[src/rtl/uart_rx.sv]
// 8N1 UART receiver with mid-bit sampling; one-cycle valid/error pulses.
// Define UART_RX_PARITY_EN to receive 8E1 frames and expose parity_err.
module uart_rx #(
    parameter int unsigned SIZE         = 8,
    parameter int unsigned CLKS_PER_BIT = 16
) (
    input  logic            clk,
    input  logic            rst_n,
    input  logic            rx,
    output logic [SIZE-1:0] data_out,
    output logic            rx_valid,
    output logic            rx_busy,
`ifdef UART_RX_PARITY_EN
    output logic            parity_err,
`endif
    output logic            frame_err
);

    localparam int unsigned CW = $clog2(CLKS_PER_BIT);
    localparam int unsigned IW = $clog2(SIZE + 1);
    localparam logic [CW-1:0] HalfCnt = CW'(CLKS_PER_BIT / 2 - 1);
    localparam logic [CW-1:0] LastCnt = CW'(CLKS_PER_BIT - 1);
    localparam logic [IW-1:0] LastIdx = IW'(SIZE - 1);

    typedef enum logic [2:0] {
        StIdle     = 3'd0,
        StStart    = 3'd1,
        StData     = 3'd2,
        StStop     = 3'd3,
`ifdef UART_RX_PARITY_EN
        StParity   = 3'd5,
`endif
        StWaitIdle = 3'd4
    } state_e;

    state_e          state_q, state_d;
    logic            rx_meta_q, rx_s_q;
    logic [CW-1:0]   cnt_q, cnt_d;
    logic [IW-1:0]   idx_q, idx_d;
    logic [SIZE-1:0] shift_q, shift_d;
    logic [SIZE-1:0] data_q, data_d;
    logic            valid_q, valid_d;
    logic            ferr_q, ferr_d;
`ifdef UART_RX_PARITY_EN
    logic            perr_q, perr_d;
    logic            par_bad_q, par_bad_d;
`endif

    always_comb begin
        state_d  = state_q;
        cnt_d    = cnt_q + CW'(1);
        idx_d    = idx_q;
        shift_d  = shift_q;
        data_d   = data_q;
        valid_d  = 1'b0;
        ferr_d   = 1'b0;
`ifdef UART_RX_PARITY_EN
        perr_d    = 1'b0;
        par_bad_d = par_bad_q;
`endif
        case (state_q)
            StIdle: begin
                cnt_d = '0;
`ifdef UART_RX_PARITY_EN
                par_bad_d = 1'b0;
`endif
                if (!rx_s_q) begin
                    state_d = StStart;
                end
            end
            StStart: begin
                if (cnt_q == HalfCnt) begin
                    cnt_d = '0;
                    idx_d = '0;
                    // A start bit that is high again at its midpoint was a glitch.
                    state_d = rx_s_q ? StIdle : StData;
                end
            end
            StData: begin
                if (cnt_q == LastCnt) begin
                    cnt_d   = '0;
                    shift_d = {rx_s_q, shift_q[SIZE-1:1]};
                    if (idx_q == LastIdx) begin
                        idx_d = '0;
`ifdef UART_RX_PARITY_EN
                        state_d = StParity;
`else
                        state_d = StStop;
`endif
                    end else begin
                        idx_d = idx_q + IW'(1);
                    end
                end
            end
`ifdef UART_RX_PARITY_EN
            StParity: begin
                if (cnt_q == LastCnt) begin
                    cnt_d     = '0;
                    par_bad_d = rx_s_q ^ (^shift_q);
                    state_d   = StStop;
                end
            end
`endif
            StStop: begin
                if (cnt_q == LastCnt) begin
                    cnt_d = '0;
                    if (!rx_s_q) begin
                        ferr_d  = 1'b1;
                        state_d = StWaitIdle;
                    end
`ifdef UART_RX_PARITY_EN
                    else if (par_bad_q) begin
                        perr_d  = 1'b1;
                        state_d = StIdle;
                    end
`endif
                    else begin
                        data_d  = shift_q;
                        valid_d = 1'b1;
                        state_d = StIdle;
                    end
                end
            end
            StWaitIdle: begin
                cnt_d = '0;
                if (rx_s_q) begin
                    state_d = StIdle;
                end
            end
            default: begin
                cnt_d   = '0;
                state_d = StIdle;
            end
        endcase
    end

    always_ff @(posedge clk or negedge rst_n) begin
        if (!rst_n) begin
            state_q   <= StIdle;
            rx_meta_q <= 1'b1;
            rx_s_q    <= 1'b1;
            cnt_q     <= '0;
            idx_q     <= '0;
            shift_q   <= '0;
            data_q    <= '0;
            valid_q   <= 1'b0;
            ferr_q    <= 1'b0;
`ifdef UART_RX_PARITY_EN
            perr_q    <= 1'b0;
            par_bad_q <= 1'b0;
`endif
        end else begin
            state_q   <= state_d;
            rx_meta_q <= rx;
            rx_s_q    <= rx_meta_q;
            cnt_q     <= cnt_d;
            idx_q     <= idx_d;
            shift_q   <= shift_d;
            data_q    <= data_d;
            valid_q   <= valid_d;
            ferr_q    <= ferr_d;
`ifdef UART_RX_PARITY_EN
            perr_q    <= perr_d;
            par_bad_q <= par_bad_d;
`endif
        end
    end

    assign data_out  = data_q;
    assign rx_valid  = valid_q;
    assign frame_err = ferr_q;
    assign rx_busy   = (state_q != StIdle);
`ifdef UART_RX_PARITY_EN
    assign parity_err = perr_q;
`endif

endmodule

[config.mk]
export PLATFORM = sky130hd
export DESIGN_NAME = uart_rx
export DESIGN_NICKNAME = d
export VERILOG_FILES = /design/src/rtl/uart_rx.sv
export SDC_FILE = /design/constraint.sdc
export NUM_CORES = 1
export LEC_CHECK = 0
export CAP_MARGIN = 25
export CORE_MARGIN = 2
export CORE_UTILIZATION = 45
export CTS_CLUSTER_SIZE = 14
export DETAILED_ROUTE_END_ITERATION = 8
export GPL_TIMING_DRIVEN = 0
export PLACE_DENSITY_LB_ADDON = 0.08
export SKIP_CTS_REPAIR_TIMING = 1
export SLEW_MARGIN = 20
export SYNTH_ARGS = -nofsm -noshare
export SYNTH_HDL_FRONTEND = slang
export SYNTH_SLANG_ARGS = --single-unit
[constraint.sdc]
create_clock -name clk -period 4.73 [get_ports clk]
set_input_delay 0.946 -clock clk [delete_from_list [all_inputs] [get_ports clk]]
set_output_delay 0.946 -clock clk [all_outputs]
set_load 0.1 [all_outputs]
### After elaboration in Yosys (flattened, before gate mapping)

Cells that the tools add are included.

| storage, ports and cells | value |
|---|---|
| flip-flop bits (word level) | 31 |
| output and inout port bits | 11 |
| word-level logic and storage cells | 54 |
| input port bits | 3 |

| cells by class | value |
|---|---|
| mux-type cells | 22 |
| equality and inequality tests | 13 |
| add/subtract/negate cells | 2 |
| reductions and logical operators | 8 |

Operators by type and width:

| cell | count |
|---|---|
| two-way mux 3 bit | 7 |
| two-way mux 4 bit | 5 |
| one-hot mux 4 bit (2 select lines) | 2 |
| one-hot mux 3 bit (5 select lines) | 1 |
| inequality test 2 bit (second input constant) | 6 |
| adder 4 x 1 -> 4 bit (second input constant) | 2 |
| == test 4 x 3 -> 1 bit (second input constant) | 2 |
| == test 3 x 2 -> 1 bit (second input constant) | 2 |
| two-way mux 1 bit | 6 |
| AND reduction 3 bit | 2 |
| AND reduction 6 bit | 1 |
| == test 4 bit (second input constant) | 1 |
| == test 3 x 1 -> 1 bit (second input constant) | 1 |
| == test 3 bit (second input constant) | 1 |
| logical NOT 3 bit | 1 |
| nonzero test 3 bit | 1 |
| two-way mux 2 bit | 1 |
| AND reduction 2 bit | 1 |
| nonzero test 2 bit | 1 |
| OR reduction 2 bit | 1 |

### Depth between registers and ports, before layout

Gate-level depths: netlist (run 1).

| logic depth | value |
|---|---|
| word-level depth | 4 |
| depth in mapped cells | 5 |
| depth with buffers taken out | 4 |

### Worst setup path before layout (run 1)

Ideal clock, no wire load.

| timing | value |
|---|---|
| path kind | reg2out |
| from | reg state_q[0] |
| to | out rx_busy |
| stages on the path, launching flop included | 4 |
| buffers on the path | 1 |
| slack | 2.509 ns |
| arrival | 1.275 ns |
| data required time | 3.784 ns |
| cells stage by stage | dfrtp_1 -> buf_4 -> nor2_1 -> nand2_1 |

| on the way | value |
|---|---|
| word-level cells in the longest chain between the ends | 1 |

Ends and longest elaborated chain:

| element | RTL line | RTL |
|---|---|---|
| start: declaration | 36 | `state_e state_q, state_d;` |
| start signal: assignment | 139 | `state_q <= StIdle;` |
| start signal: assignment | 153 | `state_q <= state_d;` |
| nonzero test 3 bit | 172 | `assign rx_busy = (state_q != StIdle);` |
| end: declaration | 12 | `output logic rx_busy,` |

Every way passes these cells.

### Worst setup path in the final report (run 1)

| timing | value |
|---|---|
| from | reg state_q[1] |
| to | out rx_busy |

Same word-level chain as after synthesis.

==> results of run 1 <==
metal layers:
layer	vias to the layer above	GRT usage (%)	part of all wire (%)
met4	0	7.79	2.3
met5	-	0	0
met2	14	22.6	45
met1	409	19.7	48
li1	405	-	-
met3	5	6.55	4.5
worst register-to-register path, delay by kind of cell (launching register included):
family | cells | cell delay [ns]
compound gates | 1 | 0.34
flops | 1 | 0.45
mux | 1 | 0.33
simple gates | 1 | 0.43
per-stage QoR:
step / power, uW / std cells
3_5_place_dp: 603 / 149
6_report: 813 / 157
4_1_cts: 825 / 157
2_1_floorplan: 551 / 103
3_3_place_gp: 596 / 149
5_1_grt: 872 / 157
cell type report:
type                       count  area (um^2)
timing repair buffer          13          125
inverter                       6         22.5
buffer                         3         30.0
clock inverter                 2         35.0
fill                         258         1350
multi-input combinational     63          549
sequential                    31          778
clock buffer                   6         51.3
tap                           33         41.3
flip-flops by register name (all words and copies together) (netlist names):
register,cells
cnt_q,4
data_out,8
frame_err,1
idx_q,4
rx_meta_q,1
rx_s_q,1
rx_valid,1
shift_q,8
state_q,3
Yosys cell counts, types with 2 or more instances:
cell       count
nand4b_1       2
nand3_1        2
nand2_1        3
nand4_1        2
o21ai_0        2
mux2_4         2
dfstp_2        2
ha_1           2
dfrtp_1       29
inv_1          6
buf_6          2
xor2_1         2
nor2_1         7
o21ba_2        2
and3_1         2
o211ai_1       3
mux2_2        15
o2bb2ai_1      2
worst paths after layout:
path / from / end / slack, ns / depth (start not counted)
setup reg to reg: cnt_q[3] / idx_q[1] / 3.08 / 3
max in group asynchronous: rst_n / cnt_q[1] / 3.66 / 1
hold reg to reg: rx_meta_q / rx_s_q / 0.36 / 0
hold / removal: rx_meta_q / rx_s_q / 0.36 / 0
min in group asynchronous: rst_n / rx_valid / 0.63 / 1
setup / recovery: state_q[1] / rx_busy / 1.57 / 4
layout by cell type, fill, tap and decap left out, drive strengths merged, types with 2 or more instances in the layout:
cell           Yosys  routed
and3               2       2
nand4b             2       2
ha                 2       2
inv                6       6
buf                3       4
o21ai              2       2
and4b              2       2
o211ai             3       3
clkbuf             0       6
nand4              3       3
xor2               2       2
nand2              3       3
dfstp              2       2
nand3              2       2
dfrtp             29      29
o21ba              2       2
clkdlybuf4s50      0      12
and2               2       2
mux2              17      17
nor2               7       7
o2bb2ai            2       2
report_power, final:
part / internal [uW] / switching (uW)
logic: 113 / 123
clock network: 125 / 92.9
registers: 316 / 42.6
total: 554 / 259
logic make-up after synthesis:
kind of cell,count (synthesis),synth area share [%]
AOI/OAI and AO/OA,12,7.34
muxes,18,15.1
adders and majority gates,2,1.81
buffers and inverters,9,3.81
xor gates and xnor gates,3,1.90
and+or+nand+nor,28,13.6
DFF,31,56.4
==> qor.csv, run 1 <==
stage,metric,value,unit
timing,setup_viol,0,
place,io_buffer_count,13,
timing,tightest_slew,0.966,ns
logic_synthesis,synth_flop_cell,dfrtp_1,
setup_path,crit_type,reg2out,
setup_path,worstPathBufferInverterCount,3,
detailed_routing,vias,833,
cts,worstSkewPairLatency,0.33,ns
place,place_area,0.00155,mm^2
setup_path,cpMaxStageDelayCell,clkdlybuf4s50_1,
detailed_routing,wire_per_inst,14.3,um
power_and_ir_drop,p_per_area,498,mW/mm^2
setup_path,critPathCaptureType,primary output,
logic_synthesis,yosysTopAreaCell,dfrtp_1,
place,place_ws,1.94,ns
timing,fin_crit_sh,66.8,%
cts,clock-root-buffer,clkbuf_4,
final_layout,antenna_cells,0,
run_status,status,"complete, no violations",
job,max_cap_viol_count,0,
cts,cts_made_buffers,5,
timing,fin_ws,1.57,ns
logic_synthesis,synthArstFlopShare,100,%
detailed_routing,first_pass_iters,3,
final_layout,layout-drive-gt1-share,30.6,%
timing,final_hold_viol_count,0,
logic_synthesis,synth-edff-count,0,
detailed_routing,ant_nets,0,
logic_synthesis,ys_warn_count,0,
setup_path,crit_fanout,10,
cts,ctsLongestPathBuffers,2,
timing,max_freq,316,MHz
global_routing,grt_pass1_wl,3.89,mm
logic_synthesis,synth_top_area_share,52.6,%
setup_path,worstPathRequired,3.78,ns
final_layout,syn2layout_area_growth,18.3,%
detailed_routing,via_per_inst,5.31,
cts,cts_tree,done,
final_layout,fin_area,0.00163,mm^2
setup_path,arrival,2.21,ns
cts,htree_levels,2,
logic_synthesis,synth.distinct_cells,34,
cts,clk_pin_slew,0.10,ns
detailed_routing,drt_iter0_markers,16,
timing,slew_headroom,35.4,%
detailed_routing,wirelength,2.24,mm
floorplanning,fp.dieW,59.4,um
logic_synthesis,synth_area_leaders,"dfrtp_1, mux2_2, dfstp_2",
setup_path,crit_chain,buf_6 -> inv_1 -> nand2_1 -> clkdlybuf4s50_1,
global_routing,grt_start_max_net_pins,32,
timing,fin_skew,0.00926,ns
global_routing,grt_overflow,0,
floorplanning,die_h,59.4,um
global_routing,grt_pass1_vias,846,
logic_synthesis,synth_nets,108,
power_and_ir_drop,p_leak,0.000763,uW
hold_path,hp-class,reg2reg,
timing,grt_setup_unrepaired,no,
global_routing,antenna_found_initial,0,
cts,cts_sinks,31,
timing,worst_hold_slack,0.362,ns
power_and_ir_drop,irDropWorstVdd,0.000212,V
logic_synthesis,synth_area,0.00138,mm^2
floorplanning,initial_core_util,46.3,%
timing,fin_crit,3.16,ns
place,gp_congestion,0.707,
floorplanning,core_area,0.00298,mm^2
floorplanning,row_count,20,
setup_path,max_stage_delay,1.12,ns
logic_synthesis,ys_ff_latch,31,
floorplanning,boundaryPins,14,
timing,finalSetupTns,0,ns
final_layout,finalNetCount,128,
setup_path,cp_top_family,buffers and inverters,
setup_path,cp-start-kind,register,
floorplanning,dieArea,0.00353,mm^2
final_layout,final_core_util,54.8,%
logic_synthesis,synth.avg_cell_area,13.4,um^2
detailed_routing,drc,0,
timing,slew_viol_final,0,
logic_synthesis,ys_seq_area_share,56.4,%
global_routing,grt_util_all_layers,15.5,%
place,post-dp-hpwl,1.57,mm
logic_synthesis,postSynthCellCount,103,
No activity file was read; power rests on OpenSTA's default activity.
==> inputs of run 2 (changes only) <==
==> constraint.sdc (replaced) <==
create_clock -name clk -period 2.6 [get_ports clk]
set_input_delay 0.52 -clock clk [delete_from_list [all_inputs] [get_ports clk]]
set_output_delay 0.52 -clock clk [all_outputs]
set_load 0.1 [all_outputs]
==> qor.csv, run 2 (synthesis gave the netlist of run 1 again) <==
stage,metric,value,unit
detailed_routing,ant_nets,0,
setup_path,arrival,1.83,ns
floorplanning,core_area,0.00298,mm^2
place,place_inst,149,
floorplanning,initial_core_util,46.3,%
detailed_routing,first_pass_iters,3,
global_routing,grt_util_all_layers,15.5,%
global_routing,grt_start_max_net_pins,32,
timing,fin_crit,2.35,ns
setup_path,cp.depth,1,
detailed_routing,drt_iter0_markers,16,
final_layout,fin_area,0.00164,mm^2
setup_path,cp-start-kind,register,
setup_path,critPathCaptureType,primary output,
cts,worstSkewPairLatency,0.33,ns
setup_path,crit_chain,clkdlybuf4s50_1,
timing,final_hold_viol_count,0,
cts,htree_levels,2,
run_status,status,"complete, no violations",
timing,worst_hold_slack,0.208,ns
global_routing,grt_pass1_wl,3.89,mm
floorplanning,boundaryPins,14,
timing,tightest_slew,0.966,ns
floorplanning,die_h,59.4,um
detailed_routing,wirelength,2.24,mm
final_layout,antenna_cells,0,
cts,cts_made_buffers,5,
floorplanning,row_count,20,
final_layout,layout_commonest_cell,dfrtp_1,
timing,finalSetupTns,0,ns
final_layout,layout-drive-gt1-share,30.6,%
setup_path,crit_type,reg2out,
cts,cts_tree,done,
timing,fin_skew,0.00926,ns
final_layout,finalNetCount,128,
timing,slew_viol_final,0,
floorplanning,fp.dieW,59.4,um
hold_path,hp-class,in2async,
place,place_area,0.00155,mm^2
global_routing,grt_pass1_vias,846,
setup_path,worstPathRequired,2.08,ns
cts,cts_sinks,31,
detailed_routing,wire_per_inst,14.3,um
place,gp_congestion,0.707,
timing,fin_crit_sh,90.2,%
timing,setup_viol,0,
power_and_ir_drop,p_leak,0.000762,uW
final_layout,final_cell_mix,"dfrtp_1, mux2_2, clkdlybuf4s50_1",
cts,ctsLongestPathBuffers,2,
floorplanning,dieArea,0.00353,mm^2
detailed_routing,vias,833,
timing,grt_setup_unrepaired,no,
setup_path,r2r_cells,3,
setup_path,r2r_slack,0.95,ns
cts,clock-root-buffer,clkbuf_4,
setup_path,r2r_end,idx_q[1],
timing,max_freq,426,MHz
timing,slew_headroom,35.4,%
final_layout,layout.cells.non_filler,157,
global_routing,grt_overflow,0,
cts,clk_pin_slew,0.10,ns
setup_path,max_stage_delay,1.13,ns
final_layout,nFillCells,258,
setup_path,r2r-start,cnt_q[3],
place,io_buffer_count,13,
place,post-dp-hpwl,1.57,mm
setup_path,cpMaxStageDelayCell,clkdlybuf4s50_1,
setup_path,crit_fanout,2,
setup_path,worstPathBufferInverterCount,1,
detailed_routing,via_per_inst,5.31,
final_layout,syn2layout_area_growth,18.5,%
job,max_cap_viol_count,0,
detailed_routing,drc,0,
global_routing,antenna_found_initial,0,
setup_path,cp_top_family,buffers and inverters,
power_and_ir_drop,irDropWorstVdd,0.000386,V
power_and_ir_drop,p_per_area,904,mW/mm^2
[run 2: cell count changes in the layout (fill, tap and decap cells not counted), sizes merged]
cell,before,now
dlymetal6s2s,0,1
clkdlybuf4s50,12,11
[run 2: how the worst max path moves through the flow]
stage | startpoint | endpoint
after floorplan | state_q[0] | rx_busy
after global placement | state_q[1] | rx_busy
after detailed placement | state_q[0] | rx_busy
after CTS | state_q[1] | rx_busy
after global routing | state_q[1] | rx_busy
final | data_out[5] | data_out[5]
[run 2: power by group]
part	total [uW]	switching [uW]	internal [uW]
logic	430	224	206
registers	652	77.6	575
clock network	396	169	227
[run 2: area by class of cell]
class	instances	area [um^2]	area share [%]
Timing Repair Buffer	13	128	7.80
Tap cell	33	41.3	2.52
Sequential cell	31	778	47.6
Multi-Input combinational cell	63	549	33.6
Inverter	6	22.5	1.38
Clock inverter	2	35.0	2.14
Clock buffer	6	51.3	3.14
Buffer	3	30.0	1.84
[run 2: per-stage QoR]
stage / utilization (%) / setup WS, ns / power (uW)
after detailed placement: 51.9 / 0.233 / 1100
after CTS: 54.8 / -0.156 / 1500
after global routing: 54.9 / 0.161 / 1590
after global placement: 52.1 / 0.239 / 1080
final: 54.9 / 0.254 / 1480
after floorplan: - / 0.805 / 1000
[run 2: per-layer routing]
metal | global-route usage (%) | routed length (um)
met1 | 19.7 | 1090
met2 | 22.6 | 1010
met3 | 6.55 | 101
met4 | 7.79 | 52
met5 | 0 | 0
==> edit 1, RTL diff (settings of run 2) <==
The parameter `CLKS_PER_BIT` goes from 16 to 32.
--- a/src/rtl/uart_rx.sv
+++ b/src/rtl/uart_rx.sv
@@ -3,5 +3,5 @@
 module uart_rx #(
     parameter int unsigned SIZE         = 8,
-    parameter int unsigned CLKS_PER_BIT = 16
+    parameter int unsigned CLKS_PER_BIT = 32
 ) (
     input  logic            clk,
Behaviour: same outputs for any inputs over 10 cycles, from zero or initial values and one cycle with rst_n low; that may be too few to reach the edited logic, so the function may still have changed.
==> edit 1 against run 2 <==
  * Synthesized area grew 11%
  * Routed wire length grew 8.4%
  * Setup slack lost 0.034 ns
  * Sequential power shrank 11%
  * Register-to-register slack lost 0.41 ns
  * Total power shrank 3.6%
  * Sequential cell count grew 1
  * Cell area grew 9.5%
==> edit 1: results (changes against run 2) <==
- Layout cells sized above 1: 0.292 (was 0.306)
- DR pass1 iterations: 4 (was 3)
- VDD IR max: 0.329 mV (was 0.386 mV)
- DRC viols: 0 (unchanged)
- Top delay family on crit path: buffers and inverters (unchanged)
- Worst Path Max Fanout: 10 (was 2)
- Syn. warnings: 0 (unchanged)
- Status: complete, no violations (unchanged)
- First-pass GRT wire length: 4210 µm (was 3890 µm)
- Most frequent cells after synthesis: dfrtp_1, mux2_4, mux2_2 (was dfrtp_1, mux2_2, nor2_1)
- Inst Count DP: 175 (was 149)
- Tot GR Track Use: 0.139 (was 0.155)
- NumNets Final: 145 (was 128)
- Number of distinct library cells after synthesis: 37 (was 34)
- Worst Skew: 0.00527 ns (was 0.00926 ns)
- Crit-path slowest cell: dlymetal6s2s_1 (was clkdlybuf4s50_1)
- Vias in the first global route: 938 (was 846)
- Largest net degree at the start of global routing: 33 (was 32)
- DR vias/cell: 5.09 (was 5.31)
- Hpwl dp: 1740 µm (was 1570 µm)
- Initial antenna violation count: 0 (unchanged)
- Final WL: 2430 µm (was 2240 µm)
- Net Count, Synth: 125 (was 108)
- Worst min-delay path class: in2async (unchanged)
- Sequential share of the synthesized area: 0.527 (was 0.564)
- Top cells by area, synth: dfrtp_1, mux2_4, mux2_2 (was dfrtp_1, mux2_2, dfstp_2)
- RePlAce Congestion: 0.741 (was 0.707)
- DR vias: 932 (was 833)
- Leak: 0.841 nW (was 0.762 nW)
- Slew @ Worst Pin: 0.966 ns (about the same)
- Worst slack, placed: 0.155 ns (was 0.233 ns)
- Placed Instance Area: 0.00171 mm² (was 0.00155 mm²)
- DRT iter0 DRCs: 17 (was 16)
- Critical path's largest stage delay: 0.73 ns (was 1.13 ns)
## edit 1: changes by cell type after synthesis, sizes merged, moves of 3 or more
cell / delta
nand2b: +3
ha: +4
a21oi: +3
nand2: +3
nand4: -3
nand3b: +3
o211ai: -3
## edit 1: cells by family after synthesis
kind of cell             after synthesis  synth area share
adder cells (fa/ha/maj)                6            0.0492
AND/OR/NAND/NOR                       36             0.148
AO/OA/AOI/OAI                         13            0.0706
flip-flops                            32             0.527
XOR/XNOR                               3            0.0172
buffers and inverters                  8            0.0303
multiplexers                          18             0.158
## edit 1: layout make-up
type | count | area (µm²)
Inverter | 4 | 15.0
Clock inverter | 3 | 42.5
Tap cell | 46 | 57.6
Timing Repair Buffer | 13 | 128
Buffer | 4 | 31.3
Multi-Input combinational cell | 76 | 676
Sequential cell | 32 | 803
Clock buffer | 5 | 37.5
Fill cell | 296 | 1490
## edit 1: per-layer routing
layer  share of wire  up-vias  global-route usage
met1            0.46      472               0.170
met3           0.033        4              0.0344
met4           0.015        0              0.0667
met5               0        -                   0
li1                -      441                   -
met2            0.49       15               0.231
## edit 1: path summary, 6_finish.rpt
kind | start | endpoint | slack [ns] | cells past startpoint
setup / recovery | state_q[2] | rx_busy | 0.22 | 3
hold / removal | rst_n | data_out[1] | 0.23 | 1
setup reg to reg | cnt_q[0] | state_q[0] | 0.54 | 7
hold reg to reg | rx_meta_q | rx_s_q | 0.36 | 0
max in group asynchronous | rst_n | cnt_q[3] | 1.93 | 1
min in group clk | rx_meta_q | rx_s_q | 0.36 | 0
## edit 1: report_power, final
part / internal [mW] / switching [mW] / total (mW)
Sequential: 0.542 / 0.0380 / 0.580
Clock: 0.200 / 0.169 / 0.369
Combinational: 0.210 / 0.266 / 0.476
Total: 0.952 / 0.472 / 1.42
==> edit 2, RTL diff (config.mk and constraints of run 2) <==
Without the edit above. Encoding of `state_e`: now one-hot (5 bits for 5 states).
--- a/src/rtl/uart_rx.sv
+++ b/src/rtl/uart_rx.sv
@@ -23,13 +23,13 @@
     localparam logic [IW-1:0] LastIdx = IW'(SIZE - 1);
 
-    typedef enum logic [2:0] {
-        StIdle     = 3'd0,
-        StStart    = 3'd1,
-        StData     = 3'd2,
-        StStop     = 3'd3,
+    typedef enum logic [4:0] {
+        StIdle     = 5'b00001,
+        StStart    = 5'b00010,
+        StData     = 5'b00100,
+        StStop     = 5'b01000,
 `ifdef UART_RX_PARITY_EN
         StParity   = 3'd5,
 `endif
-        StWaitIdle = 3'd4
+        StWaitIdle = 5'b10000
     } state_e;
 
Formal check against the unedited RTL: same outputs for any inputs over 10 cycles, from zero or initial values and one cycle with rst_n low; not proved beyond that.
==> edit 2 against run 2 <==
  * Core utilization grew 2.0 points
  * Global-route usage grew 1.3 points
  * Setup slack lost 0.081 ns
  * Sequential cell count grew 2
  * Total power shrank 14%
  * Synthesized area grew 8.7%
  * Cell area grew 8.0%
  * Maximum frequency shrank 3.4%
  * Routed wire length grew 20%
  * Critical endpoint is now rx_busy
  * Largest power group unchanged
==> edit 2: results (changes against run 2) <==
- Worst min-delay path class: in2async (unchanged)
- Compound-Gate Fraction of Synth Area: 0.0651 (was 0.0734)
- H-Tree Depth: 2 (unchanged)
- Top cells by area, synth: dfrtp_1, mux2_2, dfstp_2 (unchanged)
- WL met3: 118 µm (was 101 µm)
- Worst Path Max Fanout: 10 (was 2)
- Crit-path slowest cell: clkbuf_2 (was clkdlybuf4s50_1)
- Hpwl dp: 1820 µm (was 1570 µm)
- DRT iter0 DRCs: 66 (was 16)
- Clock Tree Buf Depth: 2 (unchanged)
- Sequential share of the synthesized area: 0.553 (was 0.564)
- Reg2Reg Depth: 6 (was 3)
- Layout cells sized above 1: 0.253 (was 0.306)
- Post-synthesis mux area share: 0.148 (was 0.151)
- Critical path's largest stage delay: 0.48 ns (was 1.13 ns)
- Leak: 0.794 nW (was 0.762 nW)
- Top delay family on crit path: buffers and inverters (unchanged)
- Status: complete, no violations (unchanged)
- Post-Synth Adder-Cell Area: 0.0167 (was 0.0181)
- Clk Latency, worst-skew pair: 0.33 ns (about the same)
- FF-to-FF End: data_out[4] (was idx_q[1])
- Vias in the first global route: 1016 (was 846)
- DR vias/cell: 5.31 (about the same)
- Top Metal Used: met4 (unchanged)
- Clk slew on worst S/H paths: 0.11 ns
- Num CTS Buffers: 5 (unchanged)
- Async set-reset flop share out of synthesis: 1.00 (unchanged)
- Net Count, Synth: 130 (was 108)
- Post-Synth XOR/XNOR Area: 0.0175 (was 0.0190)
- WL met1: 1220 µm (was 1090 µm)
- RePlAce Congestion: 0.774 (was 0.707)
- P_int: 876 µW (was 1.01 mW)
- Number of distinct library cells after synthesis: 38 (was 34)
- Met2 routed WL: 1290 µm (was 1010 µm)
- Final WL: 2690 µm (was 2240 µm)
- Tot GR Track Use: 0.168 (was 0.155)
- NumNets Final: 150 (was 128)
- VDD IR max: 0.436 mV (was 0.386 mV)
- Hold slack: 0.216 ns (was 0.208 ns)
- PortBufs: 13 (unchanged)
- Clock root buffer master: clkbuf_4 (unchanged)
- DR pass1 iterations: 4 (was 3)
- Slew HR: 0.354 (about the same)
- Filler instances: 278 (was 258)
- R2R Path Start: state_q[0] (was cnt_q[3])
- First-pass GRT wire length: 4550 µm (was 3890 µm)
- Largest net degree at the start of global routing: 34 (was 32)
- Initial antenna violation count: 0 (unchanged)
- Most frequent cells after synthesis: dfrtp_1, mux2_2, nor2_1 (unchanged)
- # diodes: 0 (unchanged)
- Syn. warnings: 0 (unchanged)
- R2R setup slack: 0.44 ns (was 0.95 ns)
- Worst Skew: 0.0180 ns (was 0.00926 ns)
[edit 2: worst max path at each step]
stage / start / to / slack, ns / depth (start not counted)
after floorplan: state_q[2] / state_q[0] / 0.39 / 4
after global placement: state_q[2] / rx_busy / -0.09 / 4
after detailed placement: state_q[2] / rx_busy / -0.14 / 4
after CTS: state_q[2] / rx_busy / -0.52 / 4
after global routing: state_q[2] / rx_busy / -0.009 / 4
final: state_q[2] / rx_busy / 0.17 / 4
[edit 2: per-stage QoR]
step / std cells / util / setup WS (ns) / total power [mW] / area (µm²)
floorplan: 125 / - / 0.394 / 0.815 / 1500
detailed placement: 182 / 0.542 / -0.136 / 0.883 / 1680
global placement: 182 / 0.543 / -0.0934 / 0.880 / 1690
finish: 190 / 0.569 / 0.173 / 1.27 / 1770
global route: 190 / 0.569 / -0.00884 / 1.35 / 1770
CTS: 190 / 0.569 / -0.523 / 1.29 / 1770
[edit 2: logic make-up (layout without fill, tap and decap cells)]
group,Yosys count,in the layout
fa+ha+maj,2,2
mux,20,20
flops,33,33
simple gates,44,44
buf+inv,9,30
compound gates,14,14
xor+xnor,3,3
[edit 2: layout make-up]
type                            count  area [µm²]  share of cell area
Sequential cell                    33         830               0.470
Multi-Input combinational cell     83         637               0.361
Timing Repair Buffer               13         120              0.0680
Clock buffer                        7        55.1              0.0312
Inverter                            4        15.0             0.00850
Buffer                              5        23.8              0.0135
Tap cell                           44        55.1              0.0312
Clock inverter                      1        30.0              0.0170
[edit 2: power groups by stage]
stage          logic (mW)  clock network (mW)  registers, mW
2_1_floorplan       0.240                   0          0.575
3_3_place_gp        0.299                   0          0.581
3_5_place_dp        0.303                   0          0.580
4_1_cts             0.305               0.413          0.570
5_1_grt             0.336               0.437          0.577
6_report            0.302               0.400          0.571
[edit 2: metal layers]
metal,vias up,global-route usage
met5,-,0
met4,0,0.0912
met3,8,0.0518
met2,23,0.260
met1,485,0.212
li1,492,-
